<file path="src/rtl/unary_binary_mac_arbiter.sv">
// unary_binary_mac_arbiter: round-robin share of one multi-cycle MAC (a*b+c) among N requesters
// Ports: clk, reset_n (async active-low); req_valid/req_ready/req_a/req_b/req_c request side;
//   rsp_valid/rsp_ready/rsp_id/rsp_out/rsp_err response side; mac_valid/mac_a/mac_b/mac_c launch
//   and mac_ready/mac_out result from the MAC; busy while a transaction is in flight.
// Define UB_MAC_ARB_TIMEOUT_EN to abort WAIT after TIMEOUT cycles with rsp_err=1, rsp_out=0.
module unary_binary_mac_arbiter #(
  parameter int N       = 4,
  parameter int W       = 4,
  parameter int TIMEOUT = 64
) (
  input  logic                 clk,
  input  logic                 reset_n,
  input  logic [N-1:0]         req_valid,
  output logic [N-1:0]         req_ready,
  input  logic [N*W-1:0]       req_a,
  input  logic [N*W-1:0]       req_b,
  input  logic [N*W-1:0]       req_c,
  output logic                 rsp_valid,
  input  logic                 rsp_ready,
  output logic [$clog2(N)-1:0] rsp_id,
  output logic [2*W-1:0]       rsp_out,
  output logic                 rsp_err,
  output logic                 mac_valid,
  output logic [W-1:0]         mac_a,
  output logic [W-1:0]         mac_b,
  output logic [W-1:0]         mac_c,
  input  logic                 mac_ready,
  input  logic [2*W-1:0]       mac_out,
  output logic                 busy
);
  localparam int IW = $clog2(N);
  localparam logic [IW:0] NN = (IW+1)'(N);
  typedef enum logic [1:0] {IDLE, ISSUE, WAIT, RESP} state_e;
  state_e state_q, state_d;
  logic [IW-1:0] rr_q, rr_d, id_q, id_d, win;
  logic [IW:0] s;
  logic hit;
  logic [W-1:0] a_q, a_d, b_q, b_d, c_q, c_d;
  logic [2*W-1:0] out_q, out_d;
`ifdef UB_MAC_ARB_TIMEOUT_EN
  localparam int CW = $clog2(TIMEOUT+1);
  logic [CW-1:0] cnt_q, cnt_d;
  logic err_q, err_d;
`endif
  // descending scan so the requester closest to rr_q is the last (winning) assignment
  always_comb begin
    win = '0;
    hit = 1'b0;
    s = '0;
    for (int k = N-1; k >= 0; k--) begin
      s = {1'b0, rr_q} + (IW+1)'(k);
      if (s >= NN) s = s - NN;
      if (req_valid[IW'(s)]) begin
        win = IW'(s);
        hit = 1'b1;
      end
    end
  end
  always_comb begin
    state_d = state_q;
    rr_d = rr_q;
    id_d = id_q;
    a_d = a_q;
    b_d = b_q;
    c_d = c_q;
    out_d = out_q;
`ifdef UB_MAC_ARB_TIMEOUT_EN
    cnt_d = cnt_q;
    err_d = err_q;
`endif
    case (state_q)
      IDLE: if (hit) begin
        state_d = ISSUE;
        id_d = win;
        rr_d = (win == IW'(N-1)) ? '0 : win + 1'b1;
        a_d = req_a[win*W +: W];
        b_d = req_b[win*W +: W];
        c_d = req_c[win*W +: W];
      end
      ISSUE: begin
        state_d = WAIT;
`ifdef UB_MAC_ARB_TIMEOUT_EN
        cnt_d = '0;
`endif
      end
      WAIT: if (mac_ready) begin
        state_d = RESP;
        out_d = mac_out;
`ifdef UB_MAC_ARB_TIMEOUT_EN
        err_d = 1'b0;
      end else if (cnt_q == CW'(TIMEOUT-1)) begin
        state_d = RESP;
        out_d = '0;
        err_d = 1'b1;
      end else begin
        cnt_d = cnt_q + 1'b1;
`endif
      end
      default: if (rsp_ready) state_d = IDLE;
    endcase
  end
  always_ff @(posedge clk or negedge reset_n) begin
    if (!reset_n) begin
      state_q <= IDLE;
      rr_q <= '0;
      id_q <= '0;
      a_q <= '0;
      b_q <= '0;
      c_q <= '0;
      out_q <= '0;
`ifdef UB_MAC_ARB_TIMEOUT_EN
      cnt_q <= '0;
      err_q <= 1'b0;
`endif
    end else begin
      state_q <= state_d;
      rr_q <= rr_d;
      id_q <= id_d;
      a_q <= a_d;
      b_q <= b_d;
      c_q <= c_d;
      out_q <= out_d;
`ifdef UB_MAC_ARB_TIMEOUT_EN
      cnt_q <= cnt_d;
      err_q <= err_d;
`endif
    end
  end
  assign req_ready = (state_q == IDLE && hit) ? {{(N-1){1'b0}}, 1'b1} << win : '0;
  assign mac_valid = state_q == ISSUE;
  assign rsp_valid = state_q == RESP;
  assign busy = state_q != IDLE;
  assign rsp_id = id_q;
  assign rsp_out = out_q;
  assign mac_a = a_q;
  assign mac_b = b_q;
  assign mac_c = c_q;
`ifdef UB_MAC_ARB_TIMEOUT_EN
  assign rsp_err = err_q;
`else
  assign rsp_err = 1'b0;
`endif
endmodule
</file>
<file path="config.mk">
export PLATFORM = sky130hd
export DESIGN_NAME = unary_binary_mac_arbiter
export DESIGN_NICKNAME = d
export VERILOG_FILES = /design/src/rtl/unary_binary_mac_arbiter.sv
export SDC_FILE = /design/constraint.sdc
export NUM_CORES = 1
export LEC_CHECK = 0
export BUFFER_PORTS_ARGS = -buffer_cell sky130_fd_sc_hd__buf_2
export CAP_MARGIN = 20
export CORE_MARGIN = 3
export CORE_UTILIZATION = 44
export DETAILED_ROUTE_END_ITERATION = 10
export PLACE_DENSITY_LB_ADDON = 0.2
export SYNTH_ARGS = -nofsm -noshare
export SYNTH_HDL_FRONTEND = slang
export SYNTH_SLANG_ARGS = --single-unit
</file>
<file path="constraint.sdc">
create_clock -name clk -period 2.51 [get_ports clk]
set_input_delay 0.502 -clock clk [delete_from_list [all_inputs] [get_ports clk]]
set_output_delay 0.502 -clock clk [all_outputs]
set_load 0.02 [all_outputs]
</file>
Word-level counts from Yosys, hierarchy flattened:

Cells that the tools add are included.

* flip-flop bits (word level): 26
* input port bits: 64
* output and inout port bits: 30
* word-level logic and storage cells: 66

* add/subtract/negate cells: 8
* magnitude comparators: 8
* equality and inequality tests: 6
* shift operators: 4
* muxes and demuxes: 26
* reductions and logical operators: 7

Operators by type and width (number)
* 16-bit by 5-bit indexed part select with 4-bit output: 3
* 2-bit 2-to-1 mux: 12
* 2-bit by 3-bit less-than comparator with 1-bit output, second input constant: 4
* 3-bit greater-or-equal comparator, second input constant: 3
* 1-bit binary-select mux with 2-bit select: 4
* 1-bit 2-to-1 mux: 8
* 2-bit by 1-bit subtractor with 2-bit output, second input constant: 4
* 2-bit by 2-bit adder with 3-bit output, second input constant: 2
* 2-bit == test, second input constant: 3
* 2-bit case mux with 3 select lines: 1
* 4-bit 2-to-1 mux: 1
* 2-bit != test, second input constant: 2
* 2-bit AND reduction: 2
* 4-bit nonzero test: 1
* 1-bit by 2-bit << shifter with 4-bit output, first input constant: 1
* 2-bit by 1-bit adder with 3-bit output, second input constant: 1
* 2-bit by 3-bit greater-or-equal comparator with 1-bit output, second input constant: 1
* 3-bit AND reduction: 1
* 2-bit by 1-bit adder with 2-bit output, second input constant: 1
* 2-bit by 1-bit == test with 1-bit output, second input constant: 1
* 2-bit zero test: 1
* 2-bit nonzero test: 1
* 1-bit logical AND: 1

Depth between registers and ports, before layout:

Gate-level depths: netlist of the first run.

* depth after elaboration: 11
* depth in mapped cells: 8
* depth with buffers taken out: 7

Worst setup path before layout of the first run:

OpenSTA, ideal clock, no wires.

* path kind: register to output
* from: reg state_q[0]
* to: out req_ready[2]
* data arrival time: 1.679 ns
* data required time: 2.008 ns
* slack: 0.329 ns
* cell stages (with the launch flop): 8
* buffers on the path: 1
* cells stage by stage: dfrtp_1 inv_1 ha_1 inv_1 nor2_1 nand2_1 buf_2 nor2_1

* cells in the longest elaborated chain, start to end: 3

Ends and longest elaborated chain
* from (decl): RTL line 34 `state_e state_q, state_d;`
* from (signal assigned): RTL line 116 `state_q <= state_d;`
* 2-bit zero test: RTL line 129 `assign req_ready = (state_q == IDLE && hit) ? {{(N-1){1'b0}}, 1'b1} << win : '0;`
* 1-bit logical AND: RTL line 129
* 4-bit 2-to-1 mux: RTL line 129
* to (decl): RTL line 14 `output logic [N-1:0] req_ready,`

No other way between the ends.

Worst setup path after layout of the first run:

* from: reg rr_q[1]
* to: out req_ready[3]

* cells in the longest elaborated chain, start to end: 11
* elaborated cells between the ends (all ways): 34
* those cells by class: add/sub (7); order compare (4); shift (1); mux (21); reduce/logical (1)

Ends and longest elaborated chain
* from (decl): RTL line 35 `logic [IW-1:0] rr_q, rr_d, id_q, id_d, win;`
* from (signal assigned): RTL line 117 `rr_q <= rr_d;`
* 2-bit by 2-bit adder with 3-bit output: RTL line 51 `s = {1'b0, rr_q} + (IW+1)'(k);`
* 3-bit greater-or-equal comparator or 2-bit by 1-bit subtractor with 2-bit output (tied branches): RTL line 52 `if (s >= NN) s = s - NN;`
* 2-bit 2-to-1 mux: RTL line 52
* 1-bit binary-select mux with 2-bit select: RTL line 53 `if (req_valid[IW'(s)]) begin`
* 1-bit 2-to-1 mux (implied by the code): RTL line 53
* 2-bit 2-to-1 mux or 1-bit 2-to-1 mux (tied branches) (4 in series): RTL line 53
* 1-bit by 2-bit << shifter with 4-bit output or 1-bit logical AND (tied branches): RTL line 129
* 4-bit 2-to-1 mux *: RTL line 129

Every way passes the cells marked *; elsewhere a longest branch is shown, timed or not. The select of a mux whose other input is x is not followed.

==> flow_summary.yaml, run 1 <==
place:
  gp_congestion: 0.7263
  dp.final_hpwl_um: 3093
  io_buffer_count: 92
timing:
  slew_viol_final: 0
  slew_headroom: 0.6110
  fin_tns_setup_ps: 0
  tightest_slew_ps: 583.4
  finalClockSkew_ps: 1.447
  setup_viol: 0
  hold_viol_final: 0
  rsz0062_at_grt: "no"
  timing.hold.ws_ps: 223.1
  post-route-min-period_ps: 2345
  timing.fmax_mhz: 426.4
  min_period_over_period: 0.9343
yosys:
  yosysTopAreaCell: "dfrtp_1"
  synth_area_leaders: "dfrtp_1, mux2i_1, a21boi_0, mux2_2, o211ai_1"
  async_reset_ff_frac: 1.000
  synth_fp_nets: 235
  ys_seq_area_frac: 0.4028
  synth-edff-count: 0
  ys_warn_count: 0
  synth_cell_types: 34
  yosys-top-cells-count: "dfrtp_1, nand2_1, mux2i_1"
  syn_area_um2: 1615
  yosysMostFrequentCell: "dfrtp_1"
  synth-seq-cells: 26
  synth_area_per_cell_um2: 9.790
  synth_cells: 165
  netlist.area_leader.share: 0.4028
  synthFlopType: "dfrtp_1"
power_and_ir_drop:
  p_leak_uw: 0.001187
  ir_worst_vdd_mv: 0.3847
  power.density_nw_per_um2: 1166
final_layout:
  antenna_cells: 0
  multi_input_area_um2: 884.6
  area_growth_syn_to_layout_pct: 35.94
  final_nets: 329
  fillers: 320
  drive_gt1_frac: 0.4457
  regArea_um2: 650.6
die:
  start_util: 0.4693
  fp.dieH_um: 66.59
  core_um2: 3442
  io_pins: 94
  die_w_um: 66.59
  die_area_um2: 4434
  num_rows: 21
setup_path:
  cp-end-kind: "output pin"
  path_cells: "and3b_1 > a31oi_4 > nand2_4 > inv_1 > ha_1 > and2_1 > buf_2"
  critPathArrivalTime_ps: 1840
  cp.buffers_inverters: 2
  slowest_delay_ps: 440
  crit_family: "simple AND/OR/NAND/NOR gates"
  cp_max_fo: 9
  critPathLaunchType: "flip-flop"
  critPathKind: "flip-flop to output pin"
  critPathSlowestCell: "dfrtp_1"
  required_ps: 2010
run_status:
  status: "finished clean"
clocking:
  clock_latency_ps: 270
  cts_tree: "done"
  cts.sinks: 26
  clk_path_buf_depth: 2
  ctsRootBufferMaster: "clkbuf_8"
  holdBufCountCts: 0
  cts_inserted_buffers: 3
  h-tree-depth: 1
  clk_pin_slew_worst_paths_ps: 90
detailed_routing:
  vias: 1521
  dr.pass1.iters: 4
  drcViolationCount: 0
  avgRoutedWirePerCell_um: 12.46
  drt-initial-drc-count: 28
  detail-route-antenna-nets: 0
  wirelength_um: 3789
  viasPerCell: 5.003
global_route:
  grt_usage: 0.1744
  grt_pass1_wl_um: 5989
  grt_pass1_vias: 1385
  grt_max_degree: 27
  grt_remaining_overflow: 0
  grt_antenna_before_repair: 0
min_path:
  holdCritPathClass: "primary input to asynchronous set/reset pin"
flow_run:
  cap_violations: 0
[through the flow]
step / area, um^2 / instances / worst slack, ps / util / total power [uW]
2_1_floorplan: 1615 / 165 / 329.0 / - / 1809
3_3_place_gp: 2122 / 300 / 362.8 / 0.6165 / 2217
3_5_place_dp: 2122 / 300 / 314.0 / 0.6165 / 2242
4_1_cts: 2193 / 304 / 153.5 / 0.6372 / 2589
5_1_grt: 2196 / 304 / 47.21 / 0.6380 / 2770
6_report: 2196 / 304 / 164.9 / 0.6380 / 2561
[flip-flops by register name (all words and copies together), names as in the netlist]
| signal | count |
|---|---|
| state_q | 2 |
| mac_b | 4 |
| rr_q | 2 |
| mac_c | 4 |
| mac_a | 4 |
| rsp_id | 2 |
| rsp_out | 8 |
[cell usage in the layout (no fill, tap or decap), types with 7 or more instances in the layout]
master | synthesis | routed
a21boi_0 | 12 | 12
and3_1 | 12 | 12
buf_2 | 2 | 92
buf_4 | 4 | 7
dfrtp_1 | 26 | 26
mux2_2 | 8 | 8
mux2i_1 | 13 | 13
nand2_1 | 22 | 22
o211ai_1 | 12 | 12
o21ai_1 | 11 | 11
[per-layer routing]
layer | vias to the layer above | GRT usage | wire (um)
met1 | 682 | 0.2173 | 1704
li1 | 775 | - | -
met4 | 0 | 0.06091 | 31
met3 | 2 | 0.02530 | 303
met5 | - | 0 | 0
met2 | 62 | 0.3045 | 1749
[worst register-to-register path, cell delays in order, from the launching register on]
cell      delay (ps)
dfrtp_1          430
inv_1            110
ha_1             260
inv_1            110
nor2_2           200
nand2_1          110
buf_4            200
o211ai_1         190
[area by class of cell]
type,instances,area share
clock buffers,3,0.01880
clock inverters,1,0.01368
inverters,5,0.008547
multi-input cells,124,0.4028
flip-flops and latches,26,0.2963
well taps,46,0.02621
repair buffers,99,0.2336
[cells by family after synthesis]
group | count (synthesis) | synth area share
simple gates | 50 | 0.1603
mux | 21 | 0.1363
flops | 26 | 0.4028
other cells | 1 | 0.002322
compound gates | 46 | 0.2006
fa+ha+maj | 6 | 0.04647
buf+inv | 15 | 0.05112
[timing repair]
action	in CTS	in global routing
setup buffers	0	0
resized for setup	0	1
setup endpoints to repair	0	1
[worst paths after layout]
| kind | start | endpoint | slack, ps | depth (start not counted) |
|---|---|---|---|---|
| max in group asynchronous | reset_n | rsp_out[7] | 1900 | 1 |
| min reg2reg | rsp_id[1] | rsp_id[1] | 490 | 2 |
| max reg2reg | state_q[0] | mac_a[0] | 810 | 7 |
| min in group clk | mac_out[3] | rsp_out[3] | 460 | 2 |
| max | rr_q[1] | req_ready[3] | 160 | 7 |
| min | reset_n | state_q[1] | 220 | 1 |
[power breakdown]
group	switching (uW)	internal, uW	total [uW]
Combinational	862	607	1470
Clock	130	213	343
Sequential	118	630	749
No activity file was read; power rests on OpenSTA's default activity.
==> run 2: changes to the inputs <==
Settings changed: RECOVER_POWER set to 25.
==> flow_summary.yaml, run 2 (same netlist as run 1, synthesis figures left out) <==
run_status:
  status: "finished clean"
detailed_routing:
  viasPerCell: 5.003
  drt-initial-drc-count: 28
  wirelength_um: 3787
  avgRoutedWirePerCell_um: 12.46
  drcViolationCount: 0
  vias: 1521
  dr.pass1.iters: 4
  detail-route-antenna-nets: 0
final_layout:
  layout_commonest_cell: "buf_2"
  drive_gt1_frac: 0.4419
  final_cell_mix: "buf_2, dfrtp_1, nand2_1"
  antenna_cells: 0
  largest_register_ff_count: 8
  final_nets: 329
  fin_cells: 304
  area_growth_syn_to_layout_pct: 35.86
global_route:
  grt_max_degree: 27
  gr-max-usage-layer: "met2"
  grt_antenna_before_repair: 0
  grt_pass1_wl_um: 5989
  gr-usage-met1: 0.2173
  grt_use_met3: 0.02530
  grt_usage: 0.1744
  grt_remaining_overflow: 0
  grt_pass1_vias: 1385
  grt_use_met2: 0.3045
clocking:
  h-tree-depth: 1
  clk_pin_slew_worst_paths_ps: 90
  ctsRootBufferMaster: "clkbuf_8"
  clock_latency_ps: 270
  cts.sinks: 26
  cts_tree: "done"
  post_cts_resize_count: 0
  cts_inserted_buffers: 3
  post-cts-setup-buffer-count: 0
  holdBufCountCts: 0
  clk_path_buf_depth: 2
die:
  num_rows: 21
  start_util: 0.4693
  die_w_um: 66.59
  fp.dieH_um: 66.59
  core_um2: 3442
  die_area_um2: 4434
  io_pins: 94
setup_path:
  cp-end-kind: "output pin"
  slowest_delay_ps: 440
  cp_max_fo: 9
  required_ps: 2010
  critPathKind: "flip-flop to output pin"
  critPathLaunchType: "flip-flop"
  critPathSlowestCell: "dfrtp_1"
  critPathArrivalTime_ps: 1840
  path_cells: "and3b_1 > a31oi_4 > nand2_4 > inv_1 > ha_1 > and2_1 > buf_2"
power_and_ir_drop:
  p_leak_uw: 0.001184
  p_sw_uw: 1111
  p_int_uw: 1450
  clkPwrFrac: 0.134
  p_seq_frac: 0.292
  ir_worst_vdd_mv: 0.3847
  power_frac_comb: 0.574
  power.density_nw_per_um2: 1167
  p_total_uw: 2561
  switching_share: 0.4337
place:
  dp.final_hpwl_um: 3093
  gp_congestion: 0.7263
  dp_cells: 300
  io_buffer_count: 92
timing:
  hold_viol_final: 0
  slew_viol_final: 0
  slew_headroom: 0.07053
  post-route-min-period_ps: 2345
  finalClockSkew_ps: 1.447
  min_period_over_period: 0.9343
  rsz0062_at_grt: "no"
  fin_tns_setup_ps: 0
  tightest_slew_ps: 1394
  setup_viol: 0
  timing.fmax_mhz: 426.4
min_path:
  holdCritPathClass: "primary input to flip-flop"
flow_run:
  cap_violations: 0
==> run 2: cell count changes in the layout (fill, tap and decap cells not counted), sizes merged <==
cell    change
clkbuf      +1
buf         -1
==> run 2: area by class of cell <==
| type | instances | area, um^2 |
|---|---|---|
| well taps | 46 | 57.56 |
| fillers | 321 | 1247 |
| clock buffers | 3 | 41.29 |
| clock inverters | 1 | 30.03 |
| inverters | 5 | 18.77 |
| multi-input cells | 124 | 884.6 |
| flip-flops and latches | 26 | 650.6 |
| repair buffers | 99 | 511.7 |
==> run 2: power by group through the flow <==
stage          clock network [uW]  registers [uW]  logic (uW)
2_1_floorplan                   0             966         842
3_3_place_gp                    0             748        1470
3_5_place_dp                    0             759        1480
4_1_cts                       353             750        1490
5_1_grt                       374             775        1620
6_report                      343             749        1470
==> run 2: path summary, 6_finish.rpt <==
path                            startpoint            to  slack [ps]  cells after the start
worst max-delay path               rr_q[1]  req_ready[3]         160                      7
worst min-delay path            mac_out[3]    rsp_out[3]         460                      2
worst max register to register  state_q[0]      mac_a[0]         810                      7
worst min register to register   rsp_id[1]     rsp_id[1]         490                      2
max in group asynchronous          reset_n    rsp_out[7]        1160                      1
min in group asynchronous          reset_n    state_q[1]         540                      1
==> run 2: per-stage QoR <==
| stage | hold slack (ps) | worst slack (ps) | cell area [um^2] | util |
|---|---|---|---|---|
| 6_report | 462.9 | 164.9 | 2195 | 0.6376 |
| 5_1_grt | 444.7 | 47.21 | 2195 | 0.6376 |
| 4_1_cts | 238.5 | 153.5 | 2193 | 0.6372 |
| 3_5_place_dp | 462.6 | 314.0 | 2122 | 0.6165 |
| 3_3_place_gp | 456.6 | 362.8 | 2122 | 0.6165 |
| 2_1_floorplan | 206.4 | 329.0 | 1615 | - |
==> run 2: layer usage <==
metal,part of all wire,vias up,wire (um)
li1,-,775,-
met1,0.45,682,1703
met2,0.46,62,1749
met3,0.080,2,302
met4,0.0082,0,31
met5,0,-,0
==> run 2: critical path: cells and delay by family, from the launching register on <==
family / cells / cell delay, ps
and+or+nand+nor: 3 / 490
adders and majority gates: 1 / 150
AOI/OAI and AO/OA: 1 / 180
buffers and inverters: 2 / 310
DFF: 1 / 440
